==> src/rtl/decode_pkg.sv <==
// Shared opcode map, FSM encoding and decode helpers for the decode stage.
package decode_pkg;

  localparam logic [4:0] OP_NOP  = 5'b00000;
  localparam logic [4:0] OP_HLT  = 5'b00001;
  localparam logic [4:0] OP_LDM  = 5'b10100;
  localparam logic [4:0] OP_LDD  = 5'b10101;
  localparam logic [4:0] OP_STD  = 5'b10110;
  localparam logic [4:0] OP_JZ   = 5'b11000;
  localparam logic [4:0] OP_JMP  = 5'b11001;
  localparam logic [4:0] OP_CALL = 5'b11010;
  localparam logic [4:0] OP_RET  = 5'b11011;

  localparam logic [0:0] ST_RUN  = 1'b0;
  localparam logic [0:0] ST_HALT = 1'b1;

  typedef struct packed {
    logic reg_write;
    logic mem_read;
    logic mem_write;
    logic use_imm;
    logic branch;
    logic jump;
  } ctrl_t;

  function automatic logic is_alu(input logic [4:0] op);
    return op[4:3] == 2'b01;
  endfunction

  function automatic logic is_imm(input logic [4:0] op);
    return (op == OP_LDM) || (op == OP_LDD) || (op == OP_STD);
  endfunction

  function automatic logic is_jump(input logic [4:0] op);
    return (op == OP_JMP) || (op == OP_CALL) || (op == OP_RET);
  endfunction

  function automatic logic reads_rd(input logic [4:0] op);
    return is_alu(op) || (op == OP_STD) || (op == OP_JZ) || (op == OP_JMP) || (op == OP_CALL);
  endfunction

  function automatic logic is_known(input logic [4:0] op);
    return (op == OP_HLT) || is_alu(op) || is_imm(op) || (op == OP_JZ) || is_jump(op);
  endfunction

  function automatic ctrl_t decode_ctrl(input logic [4:0] op);
    ctrl_t c;
    c           = '0;
    c.reg_write = is_alu(op) || (op == OP_LDM) || (op == OP_LDD);
    c.mem_read  = (op == OP_LDD);
    c.mem_write = (op == OP_STD);
    c.use_imm   = is_imm(op);
    c.branch    = (op == OP_JZ);
    c.jump      = is_jump(op);
    return c;
  endfunction

endpackage

==> src/rtl/register_file.sv <==
// 8-entry register file: one write port, two combinational read ports with write-through.
module register_file #(
  parameter int DATA_W = 16,
  parameter int NREGS  = 8,
  parameter int ADDR_W = $clog2(NREGS)
) (
  input  logic              clk,
  input  logic              reset,
  input  logic              we,
  input  logic [ADDR_W-1:0] waddr,
  input  logic [DATA_W-1:0] wdata,
  input  logic [ADDR_W-1:0] raddr_a,
  output logic [DATA_W-1:0] rdata_a,
  input  logic [ADDR_W-1:0] raddr_b,
  output logic [DATA_W-1:0] rdata_b
);

  logic [DATA_W-1:0] regs [NREGS];

  always_ff @(posedge clk or posedge reset) begin
    if (reset) begin
      for (int i = 0; i < NREGS; i++) regs[i] <= '0;
    end else if (we) begin
      regs[waddr] <= wdata;
    end
  end

  // Bypass so a reader in the write cycle sees the value being written.
  assign rdata_a = (we && waddr == raddr_a) ? wdata : regs[raddr_a];
  assign rdata_b = (we && waddr == raddr_b) ? wdata : regs[raddr_b];

endmodule

==> src/rtl/decode_stage.sv <==
// Decode stage: IF/ID register, register file, control decode, load-use stall and HLT freeze.
module decode_stage
  import decode_pkg::*;
#(
  parameter int DATA_W = 16,
  parameter int PC_W   = 32,
  parameter int NREGS  = 8
) (
  input  logic              clk,
  input  logic              reset,
  input  logic              enable,
  input  logic [4:0]        if_opcode,
  input  logic [2:0]        if_rs,
  input  logic [2:0]        if_rd,
  input  logic [4:0]        if_shmnt,
  input  logic [15:0]       if_word,
  input  logic [PC_W-1:0]   if_next_pc,
  input  logic              flush,
  input  logic              ex_mem_read,
  input  logic [2:0]        ex_rd,
  input  logic              wb_en,
  input  logic [2:0]        wb_addr,
  input  logic [DATA_W-1:0] wb_data,
  output logic              ldm_signal,
  output logic              stall,
  output logic              halted,
  output logic              id_valid,
  output logic [4:0]        id_opcode,
  output logic [2:0]        id_rs,
  output logic [2:0]        id_rd,
  output logic [4:0]        id_shmnt,
  output logic [DATA_W-1:0] id_rs_data,
  output logic [DATA_W-1:0] id_rd_data,
  output logic [DATA_W-1:0] id_imm,
  output logic [PC_W-1:0]   id_next_pc,
  output logic              id_reg_write,
  output logic              id_mem_read,
  output logic              id_mem_write,
  output logic              id_use_imm,
  output logic              id_branch,
  output logic              id_jump
);

  typedef struct packed {
    logic [4:0]      opcode;
    logic [2:0]      rs;
    logic [2:0]      rd;
    logic [4:0]      shmnt;
    logic [PC_W-1:0] next_pc;
  } ifid_t;

  typedef struct packed {
    logic              valid;
    logic [4:0]        opcode;
    logic [2:0]        rs;
    logic [2:0]        rd;
    logic [4:0]        shmnt;
    logic [DATA_W-1:0] rs_data;
    logic [DATA_W-1:0] rd_data;
    logic [DATA_W-1:0] imm;
    logic [PC_W-1:0]   next_pc;
    ctrl_t             ctrl;
  } idex_t;

  ifid_t             ifid, ifid_next, fetch;
  idex_t             idex, idex_next;
  logic [0:0]        state, state_next;
  logic              ifid_valid, hazard, issue;
  logic [DATA_W-1:0] rs_data, rd_data;

  register_file #(.DATA_W(DATA_W), .NREGS(NREGS)) u_rf (
    .clk     (clk),
    .reset   (reset),
    .we      (wb_en & enable),
    .waddr   (wb_addr),
    .wdata   (wb_data),
    .raddr_a (ifid.rs),
    .rdata_a (rs_data),
    .raddr_b (ifid.rd),
    .rdata_b (rd_data)
  );

  assign fetch      = '{opcode: if_opcode, rs: if_rs, rd: if_rd, shmnt: if_shmnt, next_pc: if_next_pc};
  assign ifid_valid = (ifid.opcode != OP_NOP);
  assign hazard     = ex_mem_read & ifid_valid &
                      ((ex_rd == ifid.rs) | ((ex_rd == ifid.rd) & reads_rd(ifid.opcode)));
  assign ldm_signal = ifid_valid & is_imm(ifid.opcode) & ~flush & (state == ST_RUN);
  assign stall      = ~flush & ((state == ST_HALT) | hazard);
  assign issue      = ~flush & (state == ST_RUN) & ~hazard;
  assign halted     = (state == ST_HALT);

  // Next IF/ID, ID/EX and FSM state in priority order: flush, HALT/hazard hold, normal advance.
  always_comb begin
    ifid_next  = ifid;
    idex_next  = '0;
    state_next = state;
    if (flush) begin
      ifid_next = '0;
    end else if (issue) begin
      ifid_next = ldm_signal ? '0 : fetch;
      if (is_known(ifid.opcode)) begin
        idex_next.valid   = 1'b1;
        idex_next.opcode  = ifid.opcode;
        idex_next.rs      = ifid.rs;
        idex_next.rd      = ifid.rd;
        idex_next.shmnt   = ifid.shmnt;
        idex_next.rs_data = rs_data;
        idex_next.rd_data = rd_data;
        idex_next.imm     = is_imm(ifid.opcode) ? if_word : '0;
        idex_next.next_pc = ifid.next_pc;
        idex_next.ctrl    = decode_ctrl(ifid.opcode);
        if (ifid.opcode == OP_HLT) state_next = ST_HALT;
      end
    end
  end

  always_ff @(posedge clk or posedge reset) begin
    if (reset) begin
      ifid  <= '0;
      idex  <= '0;
      state <= ST_RUN;
    end else if (enable) begin
      ifid  <= ifid_next;
      idex  <= idex_next;
      state <= state_next;
    end
  end

  assign id_valid     = idex.valid;
  assign id_opcode    = idex.opcode;
  assign id_rs        = idex.rs;
  assign id_rd        = idex.rd;
  assign id_shmnt     = idex.shmnt;
  assign id_rs_data   = idex.rs_data;
  assign id_rd_data   = idex.rd_data;
  assign id_imm       = idex.imm;
  assign id_next_pc   = idex.next_pc;
  assign id_reg_write = idex.ctrl.reg_write;
  assign id_mem_read  = idex.ctrl.mem_read;
  assign id_mem_write = idex.ctrl.mem_write;
  assign id_use_imm   = idex.ctrl.use_imm;
  assign id_branch    = idex.ctrl.branch;
  assign id_jump      = idex.ctrl.jump;

endmodule

==> config.mk <==
export PLATFORM = sky130hd
export DESIGN_NAME = decode_stage
export DESIGN_NICKNAME = d
export VERILOG_FILES = /design/src/rtl/decode_pkg.sv /design/src/rtl/register_file.sv /design/src/rtl/decode_stage.sv
export SDC_FILE = /design/constraint.sdc
export NUM_CORES = 1
export LEC_CHECK = 0
export CAP_MARGIN = 20
export CORE_ASPECT_RATIO = 1.1
export CORE_UTILIZATION = 50
export DETAILED_ROUTE_END_ITERATION = 8
export DONT_BUFFER_PORTS = 1
export PLACE_DENSITY_LB_ADDON = 0.08
export SLEW_MARGIN = 20
export SYNTH_ARGS = -nofsm -noshare
export SYNTH_HDL_FRONTEND = slang
export SYNTH_SLANG_ARGS = --single-unit
export TNS_END_PERCENT = 20
==> constraint.sdc <==
create_clock -name clk -period 12.2 [get_ports clk]
set_clock_uncertainty 0.05 [all_clocks]
set_input_delay 1.22 -clock clk [delete_from_list [all_inputs] [get_ports clk]]
set_output_delay 1.22 -clock clk [all_outputs]
set_load 0.005 [all_outputs]
# Yosys cells after proc, flatten, opt, wreduce, memory -nomap -nowiden
# Cells that the tools add are included.
[op_classes] n_lt_le_gt_ge=4 eq_ne=13 mux=18 n_bitwise=18 reduce_logical=21
[ops] cell="two-way mux 103 bit" n=3
[ops] cell="two-way mux 48 bit" n=3
[ops] cell="bitwise mux 128 bit" n=1
[ops] cell="two-way mux 16 bit" n=8
[ops] cell="binary-select mux 16 bit (select 3 bit)" n=2
[ops] cell="demux 16 bit (select 3 bit)" n=1
[ops] cell="== test 5 bit (second input constant)" n=7
[ops] cell="logical OR 1 bit" n=14
[ops] cell="== test 3 bit" n=4
[ops] cell="greater-or-equal comparator 4 bit (second input constant)" n=3
[ops] cell="NOT 3 -> 4 bit" n=3
[ops] cell="AND 1 bit" n=10
[ops] cell="== test 5 x 1 -> 1 bit (second input constant)" n=1
[ops] cell="AND reduction 5 bit" n=1
[ops] cell="nonzero test 5 bit" n=1
[ops] cell="< comparator 4 x 1 -> 1 bit (second input constant)" n=1
[ops] cell="logical AND 1 bit" n=3
[ops] cell="NOT 1 bit" n=3
[ops] cell="== test 2 x 1 -> 1 bit (second input constant)" n=1
[ops] cell="bitwise OR 1 bit" n=2
[ops] cell="AND reduction 2 bit" n=1
[ops] cell="nonzero test 2 bit" n=1
[word_totals] ff_bits=280 inputBits=92 word_cells=103

# Longest topological paths before layout
[depth] ltp_word=12 depth_mapped=9

# Cells and area by module
# A second synthesis with hierarchy kept.
[hier_totals] cells_unflattened=841 area_unflattened_um2=13235.2
[by_module_without_submodules] mod="register_file" n_inst=1 cells_each=453 area_per_inst_um2=7511.0 seq_area_each_um2=3203.1
[by_module_without_submodules] mod="decode_stage" n_inst=1 cells_each=388 area_per_inst_um2=5724.2 seq_area_each_um2=3803.6

# Least setup slack after synthesis
# Ideal clock, no wire load.
[synth_timing] path_kind="input to output" startpoint="input port ex_rd[2]" endpoint="output port stall" t_arrival_ns=1.984 path_slack_ns=8.946 path_stages=5 path_cell_list="xnor2_1 nand3_1 a211o_1 and2_1 nor2_1"
[synth_via] elab_chain_cells=6
[synth_rtl] element="start: declaration" line="decode_stage.sv:20" rtl="input logic [2:0] ex_rd,"
[synth_rtl] element="== test 3 bit" line="decode_stage.sv:86" rtl="((ex_rd == ifid.rs) | ((ex_rd == ifid.rd) & reads_rd(ifid.opcode)));"
[synth_rtl] element="AND 1 bit" line="decode_stage.sv:86"
[synth_rtl] element="bitwise OR 1 bit *" line="decode_stage.sv:86"
[synth_rtl] element="AND 1 bit *" line="decode_stage.sv:85" rtl="assign hazard = ex_mem_read & ifid_valid &"
[synth_rtl] element="bitwise OR 1 bit *" line="decode_stage.sv:88" rtl="assign stall = ~flush & ((state == ST_HALT) | hazard);"
[synth_rtl] element="AND 1 bit *" line="decode_stage.sv:88"
[synth_rtl] element="end: declaration" line="decode_stage.sv:25" rtl="output logic stall,"
# Every way passes the cells marked *; elsewhere a longest branch is shown, timed or not.

# Worst setup path after layout
[layout_timing] startpoint="register ifid[40] (netlist name)" endpoint="output port stall"
[layout_via] elab_chain_cells=5
[layout_rtl] element="start: declaration" line="decode_stage.sv:65" rtl="ifid_t ifid, ifid_next, fetch;"
[layout_rtl] element="start signal: assignment" line="decode_stage.sv:123" rtl="ifid <= ifid_next;"
[layout_rtl] element="== test 3 bit" line="decode_stage.sv:86"
[layout_rtl] element="bitwise OR 1 bit" line="decode_stage.sv:86"
[layout_rtl] element="AND 1 bit" line="decode_stage.sv:85"
[layout_rtl] element="bitwise OR 1 bit" line="decode_stage.sv:88"
[layout_rtl] element="AND 1 bit" line="decode_stage.sv:88"
# Every way passes these cells.

==> run_results.csv <==
group,metric,value,unit
route,ant_nets,0,
route,postRouteWirelength,32.0,mm
yosys,synth.mux.area_fraction,23.1,%
clock_tree,cts-root-to-sink-buffers,3,
sta,hold_viol,0,
hold_path,timing.hold.worst.start,"ifid[10]$_DFFE_PP0P_",
clock_tree,cts-resized-gates,0,
setup_path,cp_data_required_time,10.93,ns
yosys,synthTopCellsByArea,"sky130_fd_sc_hd__dfrtp_1 (50%), sky130_fd_sc_hd__mux4_2 (10%), sky130_fd_sc_hd__mux2_2 (10%)",
route,vias_per_cell,5.95,
sta,unrepaired_setup_endpoints_after_global_routing,"no",
power,power.ir.vdd_worst,123,uV
yosys,synthesis.instances,1062,
yosys,ys_warn_count,0,
die,placeableCoreArea,27100,sq um
finish,area_delta_synth_final,7.89,%
hold_path,min_delay_path_depth,1,
power,design_power_total,2.91,mW
hold_path,hold_path_class,"reg -> reg",
route,route.detailed.wl_per_inst,22.9,um
route,num_vias,8289,
yosys,area_share_of_xor_xnor_cells_in_the_synthesized_design,0.757,%
sta,max_freq,278,MHz
placed_design,numPortBuffers,0,
clock_tree,clkLatencyLatePin,0.55,ns
clock_tree,post_cts_hold_buffer_count,0,
clock_tree,tritoncts.num_buffers,30,
setup_path,critPathLaunchType,"register",
global_routing,first_global_vias,8499,
hold_path,min_to,"ifid[10]$_DFFE_PP0P_",
yosys,post-synth-top-area-cell,"sky130_fd_sc_hd__dfrtp_1",
yosys,adder_cell_fraction_of_synth_area,0,%
clock_tree,clk_root_buffer_cell,"sky130_fd_sc_hd__clkbuf_16",
yosys,synth_commonest_cells,"sky130_fd_sc_hd__dfrtp_1 (280), sky130_fd_sc_hd__mux2_2 (126), sky130_fd_sc_hd__nand2_1 (110)",
yosys,synth-seq-area-share,50.5,%
flow_run,max-cap-violations,0,
sta,worst-slew-pin-transition,0.958,ns
die,rows,63,
sta,timing.final.crit_share,29.5,%
setup_path,r2r_setup_slack,8.77,ns
die,die_w,161,um
yosys,yosys_register_bits,280,
clock_tree,clock_tree_from_tritoncts,"yes",
yosys,synthesized_area_fraction_occupied_by_ao_oa_aoi_and_oai_cells,14.1,%
yosys,syn-mean-instance-area,13.1,sq um
die,design.portCount,198,
yosys,syn-cell-area,13900,sq um
die,initial_core_util,51.2,%
power,p_leak,6.14,nW
yosys,synth_top_flop_cell,"sky130_fd_sc_hd__dfrtp_1",
setup_path,regToRegStartpoint,"ifid[40]$_DFFE_PP0P_",
clock_tree,h-tree-depth,1,
status,outcome,"finished clean",
global_routing,grt_remaining_overflow,0,
yosys,synth_top_family_by_area,"multiplexers",
die,fp.dieArea,28400,sq um
placed_design,place.gp.congestion,0.763,
global_routing,pin_count_of_the_biggest_net_entering_global_routing,214,
yosys,synth-simple-area-share,4.87,%
clock_tree,post-cts-setup-buffer-count,0,
setup_path,arrival,2.33,ns
setup_path,critical_path.endpoint_type,"output port",
setup_path,kind_of_critical_path,"reg -> out",
yosys,synth_cell_types,46,
sta,slew_headroom,36.2,%
finish,diode_insertion_count_for_antenna_repair,0,
clock_tree,tritoncts_num_sinks,280,
yosys,yosysMostFrequentCell,"sky130_fd_sc_hd__dfrtp_1",
setup_path,reg2reg_depth,8,
setup_path,rr_endpoint,"id_rd_data[6]$_DFFE_PP0P_",
setup_path,critical_path_peak_fanout,36,
sta,finalSetupViolCount,0,
global_routing,global_routing_usage_summed_across_all_routing_layers,22.9,%
route,detail_route.drc_violations,0,
yosys,synth_top_area_share,50.5,%
sta,timing.final.crit_period,3.60,ns
sta,report.final.slew_viol_count,0,
power,power.density_cell_area,194,nW/um^2
finish,drive_above_1_share,35.1,%
finish,num-nets-final,1105,
die,die-height,177,um
sta,timing.setup.tns,0,ns
route,detail_route.first_pass.iterations,6,
route,drtIter0Drc,648,
global_routing,grt_antenna_before_repair,0,
yosys,postSynth.asyncResetShare,100,%
placed_design,place_hpwl,18.6,mm
yosys,synthesis.nets,1154,
clock_tree,clkSlewWorstSetupHoldPaths,0.07,ns
global_routing,global_route_wire_length_before_repair,50.6,mm
yosys,synth-edff-count,0,
## state kept, by name, indices dropped and copies added (netlist names)
name,cells
halted,1
id_branch,1
id_imm,16
id_jump,1
id_mem_read,1
id_mem_write,1
id_next_pc,32
id_opcode,5
id_rd,3
id_rd_data,16
id_reg_write,1
id_rs,3
id_rs_data,16
id_shmnt,5
id_use_imm,1
id_valid,1
ifid,48
u_rf.regs,128
## per-layer routing
metal | global-route usage, % | vias up | routed length (um)
met2 | 37.8 | 222 | 15500
met5 | 0 | - | 0
met4 | 4.56 | 0 | 482
met3 | 4.24 | 32 | 2070
li1 | - | 3713 | -
met1 | 31.7 | 4322 | 13900
## report_power, final
part           leakage, nW  switching, mW  total [mW]  internal [mW]
combinational         1.99          0.353       0.760          0.407
clock                0.498          0.371       0.914          0.543
sequential            3.65          0.133        1.24           1.10
## layout by cell type, fill, tap and decap left out, types with 8 or more instances in the layout
| cell | netlist | final |
|---|---|---|
| sky130_fd_sc_hd__a22o_1 | 48 | 48 |
| sky130_fd_sc_hd__buf_4 | 5 | 21 |
| sky130_fd_sc_hd__clkbuf_1 | 37 | 8 |
| sky130_fd_sc_hd__clkbuf_16 | 0 | 31 |
| sky130_fd_sc_hd__clkinv_2 | 0 | 8 |
| sky130_fd_sc_hd__dfrtp_1 | 280 | 278 |
| sky130_fd_sc_hd__inv_1 | 105 | 104 |
| sky130_fd_sc_hd__mux2_2 | 126 | 126 |
| sky130_fd_sc_hd__mux2i_1 | 33 | 33 |
| sky130_fd_sc_hd__mux4_2 | 64 | 64 |
| sky130_fd_sc_hd__nand2_1 | 110 | 110 |
| sky130_fd_sc_hd__o211ai_1 | 32 | 32 |
| sky130_fd_sc_hd__o22ai_1 | 12 | 12 |
| sky130_fd_sc_hd__o22ai_2 | 90 | 90 |
## how the worst max path moves through the flow
stage | end | startpoint | cells after the start | slack [ns]
finish | stall | ifid[40]$_DFFE_PP0P_ | 6 | 8.60
detailed placement | ifid[37]$_DFFE_PP0P_ | reset | 3 | 8.26
global placement | ifid[37]$_DFFE_PP0P_ | reset | 3 | 8.23
global route | stall | ifid[40]$_DFFE_PP0P_ | 6 | 8.40
floorplan | halted$_DFFE_PP0P_ | reset | 1 | 3.21
CTS | stall | ifid[40]$_DFFE_PP0P_ | 6 | 8.51
## critical path, cell delays in order, from the launching register on
cell and delay, ns:
sky130_fd_sc_hd__dfrtp_2 0.34, sky130_fd_sc_hd__buf_4 0.60, sky130_fd_sc_hd__xnor2_1 0.19, sky130_fd_sc_hd__nand3_1 0.09, sky130_fd_sc_hd__o21ba_2 0.22, sky130_fd_sc_hd__and2_1 0.19, sky130_fd_sc_hd__nor2_1 0.15
## metrics by stage
stage          worst slack [ns]  area [sq um]  std cells  util [%]  hold slack (ns)
2_1_floorplan              3.21         13900       1062         -            0.416
4_1_cts                    8.51         15000       1394      55.2            0.452
6_report                   8.60         15000       1394      55.2            0.447
3_5_place_dp               8.26         14000       1338      51.6            0.432
5_1_grt                    8.40         15000       1394      55.2            0.459
3_3_place_gp               8.23         14000       1338      51.6            0.433
## final cells by class
class,count,area (sq um)
Inverter,105,402
Clock inverter,11,109
Timing Repair Buffer,21,158
Tap cell,357,447
Sequential cell,280,7010
Clock buffer,45,888
Multi-Input combinational cell,575,5970
Fill cell,2289,12100
## cell families (layout without fill, tap and decap cells)
family,Yosys count,after routing
mux,225,225
simple gates,145,145
compound gates,193,193
flops,280,280
buf+inv,207,182
xor+xnor,12,12
(Power assumes the default switching activity.)
